### config.mk
export PLATFORM = sky130hd
export DESIGN_NAME = mem_arbiter
export DESIGN_NICKNAME = d
export VERILOG_FILES = /design/src/rtl/mem_arb_pkg.sv /design/src/rtl/mem_arb_pick.sv /design/src/rtl/mem_arbiter.sv
export SDC_FILE = /design/constraint.sdc
export NUM_CORES = 1
export LEC_CHECK = 0
export ABC_AREA = 1
export CELL_PAD_IN_SITES_DETAIL_PLACEMENT = 1
export CELL_PAD_IN_SITES_GLOBAL_PLACEMENT = 1
export CORE_ASPECT_RATIO = 1.25
export CORE_MARGIN = 2
export CORE_UTILIZATION = 30
export DETAILED_ROUTE_END_ITERATION = 10
export GPL_TIMING_DRIVEN = 0
export PLACE_DENSITY = 0.83
export SYNTH_ARGS = -nofsm -noshare
export SYNTH_HDL_FRONTEND = slang
export SYNTH_SLANG_ARGS = --single-unit
### constraint.sdc
create_clock -name clk -period 8.6 [get_ports clk]
set_clock_uncertainty 0.05 [all_clocks]
set_input_delay 1.72 -clock clk [delete_from_list [all_inputs] [get_ports clk]]
set_output_delay 1.72 -clock clk [all_outputs]
set_load 0.02 [all_outputs]
### src/rtl/mem_arb_pkg.sv
// Shared state encoding, requester IDs and counter width for the memory arbiter.
package mem_arb_pkg;

   typedef enum logic [1:0] {
      IDLE  = 2'd0,
      ISSUE = 2'd1,
      WAIT  = 2'd2,
      RESP  = 2'd3
   } arb_state_t;

   localparam logic REQ_I = 1'b0;
   localparam logic REQ_D = 1'b1;

   localparam int CNT_W = 4;

endpackage

### src/rtl/mem_arb_pick.sv
// Combinational winner selection between the fetch and data requesters.
// MEM_ARB_DATA_PRIO_EN: data wins every tie and the last-grant input is absent.
module mem_arb_pick
   import mem_arb_pkg::*;
(
   input  logic i_req,
   input  logic d_req,
`ifndef MEM_ARB_DATA_PRIO_EN
   input  logic last_gnt,
`endif
   output logic gnt_vld,
   output logic gnt_id
);

   always_comb begin
      gnt_vld = i_req | d_req;
      gnt_id  = REQ_I;
      if (i_req && d_req) begin
`ifdef MEM_ARB_DATA_PRIO_EN
         gnt_id = REQ_D;
`else
         // Round-robin: the side that did not win last time takes the tie.
         gnt_id = (last_gnt == REQ_D) ? REQ_I : REQ_D;
`endif
      end else if (d_req) begin
         gnt_id = REQ_D;
      end
   end

endmodule

### src/rtl/mem_arbiter.sv
// Two-requester (fetch/data) single-port memory arbiter, one transaction in flight,
// done at MEM_LAT+2 cycles after the request is seen; MEM_ARB_DATA_PRIO_EN selects fixed data priority.
module mem_arbiter
   import mem_arb_pkg::*;
#(
   parameter int MEM_LAT = 1,
   parameter int AW      = 32
) (
   input  logic          clk,
   input  logic          rst,
   input  logic          i_req,
   input  logic [AW-1:0] i_addr,
   output logic          i_done,
   output logic [31:0]   i_rdata,
   input  logic          d_req,
   input  logic [AW-1:0] d_addr,
   input  logic [3:0]    d_we,
   input  logic [31:0]   d_wdata,
   output logic          d_done,
   output logic [31:0]   d_rdata,
   output logic          m_en,
   output logic [AW-1:0] m_addr,
   output logic [3:0]    m_we,
   output logic [31:0]   m_wdata,
   input  logic [31:0]   m_rdata,
   output logic          busy
);

   localparam logic [CNT_W-1:0] LAT_CNT = CNT_W'(MEM_LAT);

   arb_state_t       state_q, state_d;
   logic [CNT_W-1:0] cnt_q, cnt_d;
   logic             id_q, id_d;
   logic [AW-1:0]    addr_q, addr_d;
   logic [3:0]       we_q, we_d;
   logic [31:0]      wdata_q, wdata_d;
   logic [31:0]      rdata_q, rdata_d;
   logic             gnt_vld, gnt_id;
`ifndef MEM_ARB_DATA_PRIO_EN
   logic             last_q, last_d;
`endif

   mem_arb_pick u_pick (
      .i_req    (i_req),
      .d_req    (d_req),
`ifndef MEM_ARB_DATA_PRIO_EN
      .last_gnt (last_q),
`endif
      .gnt_vld  (gnt_vld),
      .gnt_id   (gnt_id)
   );

   always_ff @(posedge clk or posedge rst) begin
      if (rst) begin
         state_q <= IDLE;
         cnt_q   <= '0;
         id_q    <= REQ_I;
         addr_q  <= '0;
         we_q    <= '0;
         wdata_q <= '0;
         rdata_q <= '0;
`ifndef MEM_ARB_DATA_PRIO_EN
         last_q  <= REQ_D;
`endif
      end else begin
         state_q <= state_d;
         cnt_q   <= cnt_d;
         id_q    <= id_d;
         addr_q  <= addr_d;
         we_q    <= we_d;
         wdata_q <= wdata_d;
         rdata_q <= rdata_d;
`ifndef MEM_ARB_DATA_PRIO_EN
         last_q  <= last_d;
`endif
      end
   end

   always_comb begin
      state_d = state_q;
      cnt_d   = cnt_q;
      id_d    = id_q;
      addr_d  = addr_q;
      we_d    = we_q;
      wdata_d = wdata_q;
      rdata_d = rdata_q;
`ifndef MEM_ARB_DATA_PRIO_EN
      last_d  = last_q;
`endif
      case (state_q)
         IDLE: begin
            if (gnt_vld) begin
               state_d = ISSUE;
               id_d    = gnt_id;
               addr_d  = (gnt_id == REQ_D) ? d_addr : i_addr;
               we_d    = (gnt_id == REQ_D) ? d_we : 4'b0000;
               wdata_d = (gnt_id == REQ_D) ? d_wdata : 32'h0;
`ifndef MEM_ARB_DATA_PRIO_EN
               last_d  = gnt_id;
`endif
            end
         end
         ISSUE: begin
            cnt_d   = LAT_CNT;
            state_d = WAIT;
         end
         WAIT: begin
            cnt_d = cnt_q - CNT_W'(1);
            if (cnt_q == CNT_W'(1)) begin
               // Writes return zero data, so only reads capture the bus.
               rdata_d = (we_q == 4'b0000) ? m_rdata : 32'h0;
               state_d = RESP;
            end
         end
         RESP: begin
            state_d = IDLE;
         end
         default: begin
            state_d = IDLE;
         end
      endcase
   end

   assign m_en    = (state_q == ISSUE);
   assign m_addr  = m_en ? addr_q : '0;
   assign m_we    = m_en ? we_q : 4'b0000;
   assign m_wdata = m_en ? wdata_q : 32'h0;

   assign i_done  = (state_q == RESP) && (id_q == REQ_I);
   assign d_done  = (state_q == RESP) && (id_q == REQ_D);
   assign i_rdata = i_done ? rdata_q : 32'h0;
   assign d_rdata = d_done ? rdata_q : 32'h0;

   assign busy    = (state_q != IDLE);

endmodule

==> impl_metrics.py <==
metrics = {
    "setup_path": {
        "critical_path_arrival_ns": 2.74,
        "worst-path-max-fanout": 10,
        "required_ns": 6.83,
        "ff2ff_path_depth": 6,
        "cp-start-kind": "register",
        "worst-setup-path-type": "register to primary output",
        "critical_path.endpoint_type": "primary output",
    },
    "clock_tree": {
        "tritoncts": "built",
        "clock_path_buffers": 2,
        "clock_tree.root_cell": "sky130_fd_sc_hd__clkbuf_16",
        "cts_num_sinks": 108,
        "cts_hold_buf": 0,
        "htreeDepth": 3,
        "cts.repair_timing.setup_buffer_count": 0,
        "cts_made_buffers": 9,
        "cts.reportedPaths.clkPinSlew_ns": 0.07,
        "clock_latency_on_the_worst_skew_pair_ns": 0.35,
        "cts.repair.resized": 0,
    },
    "synth": {
        "ys_types": 22,
        "synth-warning-count": 0,
        "netlist_instances": 844,
        "ys_seq_area_share_pct": 46.7,
        "number_of_synthesized_register_bits": 108,
        "syn-num-nets": 987,
        "avgSynthCellArea_sq_um": 6.85,
        "syn-cell-area_sq_um": 5780,
    },
    "timing": {
        "worst_pin_slew_ns": 0.536,
        "fin_crit_sh_pct": 52.5,
        "timing_max_transition_violations_final": 0,
        "post_route_setup_tns_ns": 0,
        "fin_crit_ns": 4.51,
        "grt_setup_unrepaired": "false",
        "timing.max_slew.rel_slack_pct": 64.2,
        "worst_hold_margin_ns": 0.424,
        "hold_viol_final": 0,
        "finalSetupViolations": 0,
        "fmax_ghz": 0.222,
    },
    "floorplanning": {
        "fp.coreArea_sq_um": 18800,
        "die_area_sq_um": 20400,
        "chipWidth_um": 128,
        "io_pins": 272,
        "floorplan.initialDensity_pct": 30.7,
        "rows": 56,
        "chipHeight_um": 159,
    },
    "finish": {
        "final-seq-area_sq_um": 2700,
        "area_growth_pct": 57.7,
        "layout.cells.most_common": "sky130_fd_sc_hd__nand2_1",
        "finalInstanceArea_sq_um": 9120,
        "design.final.nets": 1269,
        "drive_gt1_share_pct": 4.51,
        "multi_input_combinational_cell_area_sq_um": 2290,
        "fillCellCount": 2379,
        "layout.cells.most_common_list": "sky130_fd_sc_hd__nand2_1, sky130_fd_sc_hd__clkdlybuf4s50_1, sky130_fd_sc_hd__inv_1, sky130_fd_sc_hd__dfrtp_1, sky130_fd_sc_hd__nor2_1",
    },
    "status": {
        "status": "completed",
    },
    "drt": {
        "number_of_violations_reported_at_the_end_of_detailed_routing_iteration_0": 176,
        "routedWlPerCell_um": 15.0,
        "drcViolationCount": 0,
        "ant_nets_after_route": 0,
        "drt_pre_antenna_iters": 4,
        "drt-vias-per-instance": 4.49,
        "detail_route.wirelength_um": 20400,
        "route.vias.total": 6122,
    },
    "power": {
        "power.density_cell_area_nw_per_um2": 293,
        "p_sw_uw": 1170,
        "share_clk_of_total_power_pct": 16.3,
        "combinationalPowerShare_pct": 51.2,
        "cell_int_power_uw": 1510,
        "peakVddDrop_mv": 0.0974,
        "power.share.sequential_pct": 32.4,
        "power.static_leakage_uw": 0.00471,
        "switching_part_of_the_total_pct": 43.7,
    },
    "global_routing": {
        "grt_first_pass_wirelength_um": 33100,
        "grt_pass1_vias": 6372,
        "groute.usage.overall_pct": 20.5,
        "initial_antenna_violation_count": 1,
        "overflow": 0,
        "grt_start_max_net_pins": 81,
    },
    "placed_design": {
        "postPlaceCellArea_sq_um": 8810,
        "placement.io_buffers": 270,
        "hpwlAfterDp_um": 16200,
        "finalWeightedCongestion": 0.786,
    },
    "worst_hold_path": {
        "worst_hold_path.num_cells": 2,
        "holdCritPathClass": "register to register",
    },
    "run": {
        "maxCapViolations": 0,
    },
}
==> registers in the layout, summed over array words and instances, names as in the netlist <==
register / flops
rdata_q: 32
cnt_q: 4
id_q: 1
wdata_q: 32
state_q: 2
last_q: 1
we_q: 4
addr_q: 32
==> worst max-delay path, stage by stage (launching register included) <==
cell	delay, ns
sky130_fd_sc_hd__dfrtp_1	0.42
sky130_fd_sc_hd__inv_1	0.11
sky130_fd_sc_hd__ha_1	0.18
sky130_fd_sc_hd__clkbuf_1	0.31
sky130_fd_sc_hd__buf_2	0.30
sky130_fd_sc_hd__buf_2	0.28
sky130_fd_sc_hd__nand2_1	0.10
sky130_fd_sc_hd__inv_1	0.08
sky130_fd_sc_hd__clkdlybuf4s50_1	0.61
==> logic make-up after synthesis <==
kind of cell | synth area share, %
flops | 46.7
simple gates | 31.4
compound gates | 6.68
buf+inv | 13.6
fa+ha+maj | 1.51
==> layer usage <==
layer | up-vias | part of all wire (%) | global-route usage (%)
met5 | - | 0 | 0
met4 | 0 | 2.2 | 7.24
met3 | 25 | 5.8 | 4.70
met2 | 180 | 54 | 37.9
met1 | 2848 | 38 | 22.5
li1 | 3069 | - | -
==> Yosys cell counts, drive strengths merged <==
master / count / share of area [%]
nor3b: 1 / 0.13
dfrtp: 107 / 46
a21oi: 2 / 0.17
nand2: 311 / 20
inv: 147 / 9.5
nand3: 70 / 6.1
o21ai: 73 / 6.5
or2: 1 / 0.11
ha: 7 / 1.5
clkbuf: 22 / 1.5
dfstp: 1 / 0.45
buf: 28 / 2.6
nor2: 74 / 4.8
==> power groups by stage <==
stage / clock [uW] / sequential (uW) / combinational, uW
2_1_floorplan: 0 / 839 / 840
5_1_grt: 469 / 897 / 1540
3_3_place_gp: 0 / 863 / 1350
4_1_cts: 452 / 870 / 1400
3_5_place_dp: 0 / 877 / 1390
6_report: 437 / 868 / 1370
==> worst paths after layout <==
check,from,end,slack [ns]
setup / recovery,state_q[1]$_DFFE_PP0P_,m_addr[19],4.09
hold / removal,last_q$_DFFE_PP1P_,last_q$_DFFE_PP1P_,0.42
setup reg to reg,state_q[0]$_DFFE_PP0P_,rdata_q[4]$_DFFE_PP0P_,6.81
hold reg to reg,last_q$_DFFE_PP1P_,last_q$_DFFE_PP1P_,0.42
max in group asynchronous,rst,last_q$_DFFE_PP1P_,6.12
min in group asynchronous,rst,rdata_q[18]$_DFFE_PP0P_,1.65
==> cell type report <==
class                   instances  share of cell area (%)
clock buffers                  11                    2.77
inverters                     147                    6.10
flip-flops and latches        108                    29.6
plain buffers                  50                    2.61
well taps                     232                    3.18
diodes                          1                  0.0274
clock inverters                 5                   0.645
repair buffers                271                    29.9
multi-input cells             539                    25.1
==> per-stage QoR <==
step / util, % / instances / total power (uW) / setup WS (ns)
global placement: 46.6 / 1346 / 2210 / 2.10
global route: 48.4 / 1364 / 2910 / 3.92
floorplan: - / 844 / 1680 / 3.99
finish: 48.4 / 1364 / 2680 / 4.09
CTS: 48.4 / 1363 / 2720 / 4.00
detailed placement: 46.7 / 1347 / 2270 / 4.38
No activity file was read; power rests on OpenSTA's default activity.
==> RTL change 1 (config.mk and constraints unchanged) <==
The 4 states of `arb_state_t` get a one-hot encoding in 4 bits.
--- a/src/rtl/mem_arb_pkg.sv
+++ b/src/rtl/mem_arb_pkg.sv
@@ -2,9 +2,9 @@
 package mem_arb_pkg;
 
-   typedef enum logic [1:0] {
-      IDLE  = 2'd0,
-      ISSUE = 2'd1,
-      WAIT  = 2'd2,
-      RESP  = 2'd3
+   typedef enum logic [3:0] {
+      IDLE  = 4'b0001,
+      ISSUE = 4'b0010,
+      WAIT  = 4'b0100,
+      RESP  = 4'b1000
    } arb_state_t;
 
Behaviour: no difference found for any inputs over 10 cycles, from zero or initial values and one cycle with rst high; not proved beyond that.
==> RTL change 1 against the original RTL <==
Sequential cell count grew 2. Wire length grew 3.9%. Final area grew 3.9%. Largest power group unchanged. Power shrank 7.7%. Worst setup slack gained 0.32 ns. Area after synthesis grew 5.4%. Non-clock buffer count is the same.
==> RTL change 1: results (changes against the original RTL) <==
Number of inserted diodes - 0 (was 1)
Compound-cell area share of the yosys netlist - 0.0821% (was 6.68%)
Crit path launch - state_q[1] (unchanged)
Final hold vios - 0 (unchanged)
Met1 usage - 21.6% (was 22.5%)
RePlAce Congestion - 0.779 (was 0.786)
TritonCTS buffer count - 9 (unchanged)
Nets - 1345 (was 1269)
Synth Area in XOR/XNOR - 0.144% (was 0%)
GRT Total Usage - 19.8% (was 20.5%)
Post-DR wirelength/cell - 14.3 um (was 15.0 um)
Syn nets - 1063 (was 987)
Seq/Total Area, Yosys - 45.2% (was 46.7%)
Cell Count, Final, Fillers Out - 1482 (was 1364)
Clock Latency Late Sink - 0.35 ns (about the same)
WL met2 - 11600 um (was 11100 um)
Crit path DAT - 2.42 ns (was 2.74 ns)
Grt met2 use - 38.1% (was 37.9%)
Yosys top cell by area - dfrtp_1 (unchanged)
RR Startpoint - last_q (was state_q[0])
Synth unique cells - 20 (was 22)
DRT iter0 DRCs - 210 (was 176)
WL met1 - 8100 um (was 7680 um)
Slowest-stage cell, CP - clkdlybuf4s50_1 (unchanged)
Worst slew pin tran - 0.505 ns (was 0.536 ns)
Vias in the first global route - 6749 (was 6372)
Setup TNS - 0 ns (unchanged)
Largest net degree at the start of global routing - 73 (was 81)
Area contributors post-synth - dfrtp_1, nand2_1, nor2_1 (was dfrtp_1, nand2_1, inv_1)
Syn_area_per_cell - 6.59 um2 (was 6.85 um2)
CTS resizes - 0 (unchanged)
Top routing layer in use - met4 (unchanged)
Met3 usage in global routing - 4.72% (was 4.70%)
First-pass GRT wire length - 34200 um (was 33100 um)
Fraction of the mapped netlist area in adder cells - 0.410% (was 1.51%)
Max Fclk - 239 MHz (was 222 MHz)
Place WS - 4.72 ns (was 4.38 ns)
Fin Hold WS - 0.423 ns (was 0.424 ns)
Leakage Power - 4.90 nW (was 4.71 nW)
Post-CTS setup buffers - 0 (unchanged)
Layout cells sized above 1 - 6.02% (was 4.51%)
Outcome - finished clean (unchanged)
Maximum VDD drop - 0.122 mV (was 0.0974 mV)
DP Area - 0.00917 mm2 (was 0.00881 mm2)
Via/cell ratio - 4.38 (was 4.49)
Peak fanout along the critical path - 10 (unchanged)
Synth top cells by count - nand2_1, nor2_1, inv_1 (was nand2_1, inv_1, dfrtp_1)
R2r setup slk - 6.97 ns (was 6.81 ns)
Hold Startpoint - wdata_q[31] (was last_q)
Worst stage delay on the critical path - 0.65 ns (was 0.61 ns)
Final HPWL DP - 16700 um (was 16200 um)
Met3 routed WL - 1220 um (was 1180 um)
Initial antenna violation count - 0 (was 1)
RTL change 1: cell count changes after synthesis, sizes merged, moves of 2 or more:
cell,delta
a21oi,-2
buf,+15
clkbuf,-15
ha,-5
nand2,+48
nand3,+4
nand4,+2
nor2,+105
o21ai,-72
RTL change 1: final cells by class:
type                    instances  area (um2)
flip-flops and latches        110        2760
repair buffers                271        2730
clock inverters                 6        67.6
plain buffers                  50         310
clock buffers                  10         239
multi-input cells             619        2480
well taps                     270         338
fillers                      2625       10600
inverters                     146         553
RTL change 1: report_power, final:
part | switching, W | internal, W
logic | 0.000712 | 0.000431
clock network | 0.000204 | 0.000236
registers | 0.000134 | 0.000754
total | 0.00105 | 0.00142
RTL change 1: final timing paths:
kind | cells past startpoint | endpoint
max reg2reg | 6 | wdata_q[9]
max | 5 | d_rdata[5]
min in group asynchronous | 2 | rdata_q[3]
min reg2reg | 2 | wdata_q[31]
max in group asynchronous | 3 | last_q
min | 2 | wdata_q[31]
==> RTL change 2 (same flow settings) <==
Without the edit above. The parameter `AW` goes from 32 to 16.
--- a/src/rtl/mem_arbiter.sv
+++ b/src/rtl/mem_arbiter.sv
@@ -5,5 +5,5 @@
 #(
    parameter int MEM_LAT = 1,
-   parameter int AW      = 32
+   parameter int AW      = 16
 ) (
    input  logic          clk,
Ports: changed (resized d_addr, i_addr and m_addr); port bits go from 272 to 224. No check against the original RTL was run, so the function may have changed too.
==> RTL change 2 against the original RTL <==
Die area decreased by 16%. Worst setup slack improved by 0.036 ns. Final area fell by 15%. Synthesized cell count is 18% lower. Area after synthesis down 16%. Sequential cell count down 16. Power down 9.7%. Core utilization about the same. Wire length shrank 20%. Critical path type unchanged. Critical endpoint is now m_addr[11].
==> RTL change 2: results (changes against the original RTL) <==
Outcome - finished clean (unchanged)
Largest regs - rdata_q (32), wdata_q (32), addr_q (16) (was addr_q (32), rdata_q (32), wdata_q (32))
Final WL - 16300 um (was 20400 um)
Mapped Cells - 688 (was 844)
WL met2 - 8350 um (was 11100 um)
Vias in the first global route - 5344 (was 6372)
Grt met2 use - 36.1% (was 37.9%)
Synth unique cells - 22 (unchanged)
Placed insts - 1128 (was 1347)
Layout cells sized above 1 - 4.63% (was 4.51%)
Syn nets - 799 (was 987)
Mux contribution to synthesized area - 0% (unchanged)
Clock Latency Late Sink - 0.34 ns
Fillers - 2044 (was 2379)
Comb. pwr - 0.00118 W (was 0.00137 W)
Worst R2R End - rdata_q[20] (was rdata_q[4])
Post-CTS setup buffers - 0 (unchanged)
Via/cell ratio - 4.46 (was 4.49)
Met3 routed WL - 1030 um (was 1180 um)
CP endpoint - m_addr[11] (was m_addr[19])
Leakage Power - 3.89 nW (was 4.71 nW)
Fraction of the mapped netlist area in adder cells - 1.80% (was 1.51%)
Met3 usage in global routing - 4.88% (was 4.70%)
Synth Area in XOR/XNOR - 0% (unchanged)
Final HPWL DP - 12700 um (was 16200 um)
Synth top cells by count - nand2_1, inv_1, dfrtp_1 (unchanged)
GRT Total Usage - 19.6% (was 20.5%)
R2r setup slk - 6.87 ns (was 6.81 ns)
First-pass GRT wire length - 27300 um (was 33100 um)
Nets - 1034 (was 1269)
Compound-cell area share of the yosys netlist - 7.99% (was 6.68%)
DRT iter0 DRCs - 174 (was 176)
Worst slew pin tran - 0.616 ns (was 0.536 ns)
Seq/Total Area, Yosys - 47.4% (was 46.7%)
WL met1 - 6660 um (was 7680 um)
Crit path DAT - 2.71 ns (was 2.74 ns)
Synthesis Warnings - 0 (unchanged)
Number of inserted diodes - 0 (was 1)
Met1 usage - 22.7% (was 22.5%)
Hold path endpoint - addr_q[6] (was last_q)
Hold Startpoint - addr_q[6] (was last_q)
Port Buffer Count - 223 (was 270)
Initial antenna violation count - 0 (was 1)
Clk pwr - 0.000468 W (was 0.000437 W)
Largest net degree at the start of global routing - 48 (was 81)
Fin Hold WS - 0.430 ns (was 0.424 ns)
RePlAce Congestion - 0.750 (was 0.786)
Post-DR wirelength/cell - 14.2 um (was 15.0 um)
Worst stage delay on the critical path - 0.62 ns
TritonCTS buffer count - 9 (unchanged)
Maximum VDD drop - 0.117 mV (was 0.0974 mV)
Net Sw Frac - 41.9% (was 43.7%)
Area contributors post-synth - dfrtp_1, nand2_1, inv_1 (unchanged)
Clock Tree Buf Depth - 2 (unchanged)
-- RTL change 2: cell count changes in the layout (fill, tap and decap cells not counted), moves of 3 or more --
cell,delta
buf_4,+3
buf_1,-3
o21ai_1,+3
dfrtp_1,-16
nor2_1,-3
nand2_1,-98
buf_2,-13
nand3_1,-17
inv_1,-13
o21ai_0,-4
clkdlybuf4s50_1,-47
-- RTL change 2: metrics by stage --
stage	power (W)	instance area (um2)	setup WS (ns)	util (%)
floorplan	0.00148	4860	4.44	-
global placement	0.00192	7360	2.74	46.0
detailed placement	0.00197	7390	4.44	46.2
CTS	0.00246	7740	4.05	48.4
global route	0.00263	7740	3.87	48.4
finish	0.00242	7740	4.12	48.4
-- RTL change 2: cell type report --
type	count	area share, %
timing repair buffer	224	29.2
tap	216	3.49
clock buffer	12	3.31
inverter	134	6.53
multi-input combinational	424	23.9
clock inverter	4	1.23
sequential	92	29.8
buffer	38	2.60
